**src/rtl/pss_gen_pkg.sv**
```systemverilog
// Shared constants, FSM state type and helpers for the PSS generator.
// Optional macro PSS_GENERATOR_GUARD_EN adds the SSB guard-band states.
package pss_gen_pkg;

  localparam int PSS_LEN    = 127;
  localparam int PSS_SHIFT  = 43;
  localparam logic [6:0] LFSR_INIT = 7'b1110110;  // x6..x0
  localparam int SSB_SC     = 240;
  localparam int GUARD_PRE  = 56;
  localparam int GUARD_POST = 57;

`ifdef PSS_GENERATOR_GUARD_EN
  typedef enum logic [2:0] {IDLE, PRERUN, GUARD_A, EMIT, GUARD_B} state_e;
`else
  typedef enum logic [2:0] {IDLE, PRERUN, EMIT} state_e;
`endif

  // Number of LFSR pre-steps that realise the cyclic shift 43*N_id_2.
  function automatic logic [6:0] prerun_len(input logic [1:0] nid);
    return 7'(PSS_SHIFT) * {5'd0, nid};
  endfunction

endpackage

```
**src/rtl/pss_lfsr.sv**
```systemverilog
// 7-bit m-sequence generator for x(i+7) = x(i+4) ^ x(i); output is x(i).
module pss_lfsr
  import pss_gen_pkg::*;
(
  input  logic clk,
  input  logic rst_n,
  input  logic load,
  input  logic step,
  output logic x_bit
);

  logic [6:0] s_q;

  // Load restarts the sequence at x(0) and wins over step.
  always_ff @(posedge clk) begin
    // NOTE: registers use non-blocking assignments so every flop updates from pre-edge values.
    if (!rst_n) begin
      s_q <= LFSR_INIT;
    end else if (load) begin
      s_q <= LFSR_INIT;
    end else if (step) begin
      s_q <= {s_q[4] ^ s_q[0], s_q[6:1]};
    end
  end

  assign x_bit = s_q[0];

endmodule

```
**src/rtl/pss_generator.sv**
```systemverilog
// NR PSS BPSK sequence source on an AXI-stream master with backpressure.
// Optional macro PSS_GENERATOR_GUARD_EN frames the output as a 240-subcarrier
// SSB symbol with zero guard samples around the 127 PSS samples.
module pss_generator
  import pss_gen_pkg::*;
#(
  parameter int OUT_DW = 32,
  parameter int AMP    = 8191
) (
  input  logic              clk_i,
  input  logic              reset_ni,
  input  logic              start_i,
  input  logic [1:0]        N_id_2_i,
  output logic [OUT_DW-1:0] m_axis_out_tdata,
  output logic              m_axis_out_tvalid,
  input  logic              m_axis_out_tready,
  output logic              m_axis_out_tlast,
  output logic              busy_o
);

  localparam int HALF = OUT_DW / 2;
  localparam logic signed [HALF-1:0] AMP_POS = HALF'(AMP);
  localparam logic signed [HALF-1:0] AMP_NEG = -AMP_POS;

`ifdef PSS_GENERATOR_GUARD_EN
  localparam state_e     FIRST_EMIT = GUARD_A;
  localparam logic [7:0] PSS_FIRST  = 8'(GUARD_PRE);
  localparam logic [7:0] PSS_END    = 8'(GUARD_PRE + PSS_LEN - 1);
  localparam logic [7:0] LAST_IDX   = 8'(GUARD_PRE + PSS_LEN + GUARD_POST - 1);
`else
  localparam state_e     FIRST_EMIT = EMIT;
  localparam logic [7:0] LAST_IDX   = 8'(PSS_LEN - 1);
`endif

  state_e                 state_q, state_d;
  logic [6:0]             prerun_q, prerun_d;
  logic [7:0]             sample_q, sample_d;
  logic                   lfsr_load, lfsr_step, x_bit;
  logic                   pss_sample;
  logic signed [HALF-1:0] re_val;

  pss_lfsr u_lfsr (
    .clk   (clk_i),
    .rst_n (reset_ni),
    .load  (lfsr_load),
    .step  (lfsr_step),
    .x_bit (x_bit)
  );

  // State, pre-run countdown and sample index registers.
  always_ff @(posedge clk_i) begin
    if (!reset_ni) begin
      state_q  <= IDLE;
      prerun_q <= '0;
      sample_q <= '0;
    end else begin
      state_q  <= state_d;
      prerun_q <= prerun_d;
      sample_q <= sample_d;
    end
  end

  // Next-state, LFSR control and stream outputs.
  always_comb begin
    // NOTE: every signal written here gets a default first so no path infers a latch.
    state_d           = state_q;
    prerun_d          = prerun_q;
    sample_d          = sample_q;
    lfsr_load         = 1'b0;
    lfsr_step         = 1'b0;
    pss_sample        = 1'b0;
    m_axis_out_tvalid = 1'b0;
    m_axis_out_tlast  = 1'b0;

    case (state_q)
      IDLE: begin
        sample_d = '0;
        if (start_i && (N_id_2_i != 2'd3)) begin
          lfsr_load = 1'b1;
          prerun_d  = prerun_len(N_id_2_i);
          state_d   = (N_id_2_i == 2'd0) ? FIRST_EMIT : PRERUN;
        end
      end

      PRERUN: begin
        lfsr_step = 1'b1;
        prerun_d  = prerun_q - 7'd1;
        if (prerun_q == 7'd1) state_d = FIRST_EMIT;
      end

`ifdef PSS_GENERATOR_GUARD_EN
      GUARD_A: begin
        m_axis_out_tvalid = 1'b1;
        if (m_axis_out_tready) begin
          sample_d = sample_q + 8'd1;
          if (sample_q == PSS_FIRST - 8'd1) state_d = EMIT;
        end
      end

      EMIT: begin
        m_axis_out_tvalid = 1'b1;
        pss_sample        = 1'b1;
        if (m_axis_out_tready) begin
          lfsr_step = 1'b1;
          sample_d  = sample_q + 8'd1;
          if (sample_q == PSS_END) state_d = GUARD_B;
        end
      end

      GUARD_B: begin
        m_axis_out_tvalid = 1'b1;
        m_axis_out_tlast  = (sample_q == LAST_IDX);
        if (m_axis_out_tready) begin
          sample_d = sample_q + 8'd1;
          if (sample_q == LAST_IDX) begin
            sample_d = '0;
            state_d  = IDLE;
          end
        end
      end
`else
      EMIT: begin
        m_axis_out_tvalid = 1'b1;
        pss_sample        = 1'b1;
        m_axis_out_tlast  = (sample_q == LAST_IDX);
        if (m_axis_out_tready) begin
          lfsr_step = 1'b1;
          sample_d  = sample_q + 8'd1;
          if (sample_q == LAST_IDX) begin
            sample_d = '0;
            state_d  = IDLE;
          end
        end
      end
`endif

      default: state_d = IDLE;
    endcase
  end

  // BPSK mapping: x=0 -> +AMP, x=1 -> -AMP; imag is always zero, guards are zero.
  always_comb begin
    re_val           = x_bit ? AMP_NEG : AMP_POS;
    m_axis_out_tdata = '0;
    if (pss_sample) m_axis_out_tdata = {{HALF{1'b0}}, re_val};
  end

  assign busy_o = (state_q != IDLE);

endmodule
```
**config.mk**
```make
export PLATFORM = sky130hd
export DESIGN_NAME = pss_generator
export DESIGN_NICKNAME = d
export VERILOG_FILES = /design/src/rtl/pss_gen_pkg.sv /design/src/rtl/pss_lfsr.sv /design/src/rtl/pss_generator.sv
export SDC_FILE = /design/constraint.sdc
export NUM_CORES = 1
export LEC_CHECK = 0
export ABC_AREA = 1
export CAP_MARGIN = 20
export CORE_MARGIN = 1
export CORE_UTILIZATION = 49
export DETAILED_ROUTE_END_ITERATION = 6
export GPL_TIMING_DRIVEN = 0
export PLACE_DENSITY = 0.92
export SLEW_MARGIN = 20
export SYNTH_ARGS = -nofsm -noshare
export SYNTH_HDL_FRONTEND = slang
export SYNTH_SLANG_ARGS = --single-unit
```
**constraint.sdc**
```tcl
create_clock -name clk_i -period 2.1 [get_ports clk_i]
set_input_delay 0.21 -clock clk_i [delete_from_list [all_inputs] [get_ports clk_i]]
set_output_delay 0.21 -clock clk_i [all_outputs]
set_load 0.01 [all_outputs]
```
# Yosys cells after proc, flatten, opt, wreduce, memory -nomap -nowiden
# Cells that the tools add are included.
dict set report word_totals {
  regBits 25
  in_bits 6
  word_cells 47
}
dict set report op_classes {
  add_sub_neg 2
  n_mul 1
  eq_ne 9
  mux 19
  n_bitwise 2
  n_reduce_logical 10
}
# cell n
set ops {}
lappend ops {{two-way mux 16 bit} 2}
lappend ops {{two-way mux 8 bit} 2}
lappend ops {{one-hot mux 8 bit (2 select lines)} 1}
lappend ops {{one-hot mux 7 bit (2 select lines)} 1}
lappend ops {{two-way mux 3 bit} 4}
lappend ops {{!= test 2 bit, second input constant} 5}
lappend ops {{one-hot mux 3 bit (3 select lines)} 1}
lappend ops {{adder 8 x 1 -> 8 bit, second input constant} 1}
lappend ops {{== test 8 x 7 -> 1 bit, second input constant} 1}
lappend ops {{== test 7 x 1 -> 1 bit, second input constant} 1}
lappend ops {{multiplier 6 x 2 -> 7 bit, first input constant} 1}
lappend ops {{two-way mux 7 bit} 1}
lappend ops {{subtractor 7 x 1 -> 7 bit, second input constant} 1}
lappend ops {{two-way mux 1 bit} 5}
lappend ops {{AND reduction 2 bit} 2}
lappend ops {{AND reduction 4 bit} 1}
lappend ops {{nonzero test 2 bit} 2}
lappend ops {{== test 3 x 1 -> 1 bit, second input constant} 1}
lappend ops {{== test 3 x 2 -> 1 bit, second input constant} 1}
lappend ops {{logical NOT 3 bit} 1}
lappend ops {{nonzero test 3 bit} 1}
lappend ops {{logical NOT 2 bit} 1}
lappend ops {{two-way mux 2 bit} 1}
lappend ops {{one-hot mux 1 bit (2 select lines)} 1}
lappend ops {{other kinds (4)} 4}

# Longest topological paths before layout
dict set report depth {
  depth_word 5
  mapped_depth 11
  ltp_nobuf 11
}

# By module
# Synthesis repeated with hierarchy kept, for this count alone.
dict set report hier_totals {
  hier_cells 240
  area_unflattened_um2 1667.8
}
# mod instances cells_per_inst area_per_inst_um2 seq_area_each_um2
set modules_own_cells {}
lappend modules_own_cells {pss_generator 1 201 1365.1 340.3}
lappend modules_own_cells {pss_lfsr 1 39 302.8 140.1}

# Least setup slack after synthesis
# OpenSTA, ideal clock, no wires.
dict set report synth_path {
  path_kind {register to output}
  start {register state_q[0]}
  end {output port m_axis_out_tdata[10]}
  arrival_time_ps 1590
  required_ps 1890
  setup_slack_ps 300
  path_stages_with_launch 6
  path_cell_list {dfxtp_1 > inv_1 > ha_1 > inv_1 > nor2_1 > buf_4}
}
dict set report synth_between {
  elab_chain_len 3
}
# element line
set synth_lines {}
lappend synth_lines {{start, declared} pss_generator.sv:35} ;# state_e state_q, state_d;
lappend synth_lines {{start signal, assigned} pss_generator.sv:57} ;# state_q <= state_d;
lappend synth_lines {{== test 3 x 2 -> 1 bit} --}
lappend synth_lines {{two-way mux 1 bit} --}
lappend synth_lines {{named net m_axis_out_tvalid} pss_generator.sv:15} ;# output logic m_axis_out_tvalid,
lappend synth_lines {{two-way mux 16 bit} pss_generator.sv:145} ;# if (pss_sample) m_axis_out_tdata = {{HALF{1'b0}}, re_val};
lappend synth_lines {{end, declared} pss_generator.sv:14} ;# output logic [OUT_DW-1:0] m_axis_out_tdata,
# The timed path passes the listed nets, and every way through them passes these cells.

# Worst setup path after layout
dict set report layout_path {
  start {register state_q[0]}
  end {output port m_axis_out_tdata[11]}
}
dict set report layout_between {
  elab_chain_len 3
}
# element line
set layout_lines {}
lappend layout_lines {{== test 3 x 2 -> 1 bit} pss_generator.sv:75} ;# case (state_q)
lappend layout_lines {{two-way mux 1 bit} pss_generator.sv:75}
lappend layout_lines {{two-way mux 16 bit} pss_generator.sv:145}
# Every way passes these cells.

==> flow_summary_export.csv <==
group,metric,value,unit
timing,rsz0062_at_grt,"yes",
critical_path,cp.arrival,1820,ps
placed_design,gp_congestion,0.812,
final_layout,antenna_cells,0,
timing,finalSetupViolations,0,
clock_network,clock_latency,330,ps
critical_path,critPathCaptureType,"output port",
global_route,grt_pass1_wl,5470,microns
drt,dr.pass1.iters,4,
hold_path,holdCritPathClass,"flip-flop to flip-flop",
floorplanning,core_area,3050,sq um
status,outcome,"finished clean",
clock_network,cts_sinks,24,
yosys,yosysSeqAreaShare,30.3,%
placed_design,io_buffers,24,
timing,worst_clock_skew,13.4,ps
placed_design,placed_cell_area,1940,sq um
yosys,syn_area,1590,sq um
yosys,yosys.cell_types.count,25,
global_route,grt_remaining_overflow,0,
yosys,ys.warnings.count,0,
final_layout,drive_gt1_share,20.2,%
power_and_ir_drop,p_leak,1.10,nW
floorplanning,core.rowCount,20,
drt,num_vias,1493,
yosys,synth.avg_cell_area,6.93,sq um
critical_path,critPathMaxStageDelay,520,ps
clock_network,cts_tree,"built",
global_route,grt_max_degree,15,
yosys,ys_seq_elements,24,
yosys,synth_top_area_share,30.3,%
timing,fmax,492,MHz
critical_path,path_max_fanout,6,
critical_path,worstPathCellList,"inv_2 -> ha_4 -> inv_1 -> nor2_4 -> buf_4 -> clkdlybuf4s50_1",
yosys,synth_top_area_cell,"dfxtp_1",
timing,drv_slew,0,
timing,finalCritPeriodShare,96.8,%
floorplanning,fp.dieW,58.9,microns
global_route,grt_pass1_vias,1335,
final_layout,nets,295,
critical_path,crit_required,1890,ps
drt,wirelength,3300,microns
timing,fin_crit,2030,ps
timing,hold_ws,476,ps
clock_network,cts_inserted_buffers,3,
floorplanning,dieArea,3470,sq um
clock_network,clk_path_buf_depth,2,
timing,timing.setup.tns,0,ps
global_route,grt_usage,20.3,%
drt,post_drt_wl_per_cell,10.3,microns
final_layout,syn_to_final_growth,30.3,%
clock_network,htreeDepth,1,
clock_network,clk_pin_slew_worst_paths,130,ps
placed_design,dpl.hpwl,2430,microns
global_route,antenna_found_initial,0,
power_and_ir_drop,total_power,2.29,mW
run,drv_cap,0,
timing,hold_viol,0,
power_and_ir_drop,ir_drop,0.607,mV
drt,route.detailed.drc,0,
drt,drtIter0Drc,24,
floorplanning,ios,41,
critical_path,critPathSlowestCell,"clkdlybuf4s50_1",
yosys,yosys-top-cells-area,"dfxtp_1, buf_4, nand2_1",
clock_network,clockRootBuffer,"clkbuf_4",
power_and_ir_drop,power_density,1110,nW/um^2
drt,antenna_left,0,
drt,viasPerCell,4.65,
final_layout,n_fill_cell,261,
critical_path,critical_path_class,"flip-flop to output port",
critical_path,start_kind,"flip-flop",
final_layout,fin_area,2070,sq um
floorplanning,start_util,52.0,%
yosys,synthCells,229,
floorplanning,die_y,58.9,microns
## cell usage after synthesis
master / n
nand3_2: 1
o211ai_1: 1
inv_2: 1
nand2_1: 44
nand2_4: 1
o21bai_1: 1
clkbuf_1: 1
nor3_1: 3
buf_4: 30
or2_2: 1
ha_1: 11
inv_1: 27
xor2_1: 3
conb_1: 1
dfxtp_1: 24
nor2_1: 31
nand2_2: 3
a21oi_1: 13
nand3_1: 11
o21ai_0: 14
o21ai_4: 1
o21ai_2: 1
xnor2_1: 1
buf_2: 1
nor2_2: 3
## metrics by stage
| stage | worst slack (ps) | util [%] | instances |
|---|---|---|---|
| after global placement | -305 | 63.5 | 312 |
| after global routing | -30.0 | 67.7 | 321 |
| after floorplan | 300 | - | 244 |
| final | 68.2 | 67.7 | 321 |
| after CTS | 25.0 | 66.8 | 319 |
| after detailed placement | -322 | 63.5 | 312 |
## cell families (layout without fill, tap and decap cells)
kind of cell             Yosys count  after routing  synth area share (%)
XOR/XNOR                           4              4                  2.21
adder cells (fa/ha/maj)           11             11                  8.67
buffers and inverters             60             92                  21.4
AO/OA/AOI/OAI                     31             31                  11.0
flip-flops                        24             24                  30.3
AND/OR/NAND/NOR                   98             99                  26.2
other                              1             16                 0.236
## critical path, delay by kind of cell (launching register included)
family        cells  cell delay (ps)
buf+inv           4              850
simple gates      1              170
flops             1              350
fa+ha+maj         1              140
## cell type report
type | count | area [sq um] | area share, %
Timing Repair Buffer | 28 | 285 | 13.8
Buffer | 32 | 234 | 11.3
Inverter | 28 | 105 | 5.08
Clock inverter | 1 | 30.0 | 1.45
Sequential cell | 24 | 480 | 23.2
Clock buffer | 3 | 22.5 | 1.09
Multi-Input combinational cell | 161 | 856 | 41.4
Tap cell | 44 | 55.1 | 2.66
## repair_timing
item | in CTS | in global routing
hold buffers | 0 | 0
gates resized for setup | 6 | 7
cloned | 1 | 0
endpoints found under the setup margin | 16 | 14
pin swaps | 2 | 2
buffers inserted | 2 | 2
## layout by cell type, fill, tap and decap left out, drive strengths merged, types with 3 or more instances in the layout
| cell type | instances |
|---|---|
| a21oi | 13 |
| buf | 35 |
| clkbuf | 4 |
| clkdlybuf4s50 | 18 |
| conb | 16 |
| dfxtp | 24 |
| dlymetal6s2s | 6 |
| ha | 11 |
| inv | 28 |
| nand2 | 48 |
| nand3 | 12 |
| nor2 | 35 |
| nor3 | 3 |
| o21ai | 16 |
| xor2 | 3 |
## final timing paths
check / from / to / slack, ps / cells after the start
worst max-delay path: state_q[0] / m_axis_out_tdata[11] / 70 / 6
worst min-delay path: u_lfsr.s_q[3] / u_lfsr.s_q[2] / 480 / 2
worst max register to register: state_q[0] / sample_q[4] / 360 / 10
worst min register to register: u_lfsr.s_q[3] / u_lfsr.s_q[2] / 480 / 2
## layer usage
| metal | wire [microns] | part of all wire, % | vias to the layer above | track usage, % |
|---|---|---|---|---|
| met5 | 0 | 0 | - | 0 |
| met2 | 1650 | 50 | 47 | 38.5 |
| met3 | 213 | 6.5 | 5 | 3.96 |
| met4 | 42 | 1.3 | 0 | 6.46 |
| li1 | - | - | 766 | - |
| met1 | 1390 | 42 | 675 | 22.6 |
## sequential cells by signal (all words and copies together), names as in the netlist
register    cells
sample_q        8
u_lfsr.s_q      7
prerun_q        7
state_q         2
## power breakdown
group          switching, mW  internal (mW)
logic                  0.699          0.583
registers             0.0936          0.567
clock network          0.152          0.193
total                  0.945           1.34
(Power assumes the default switching activity.)
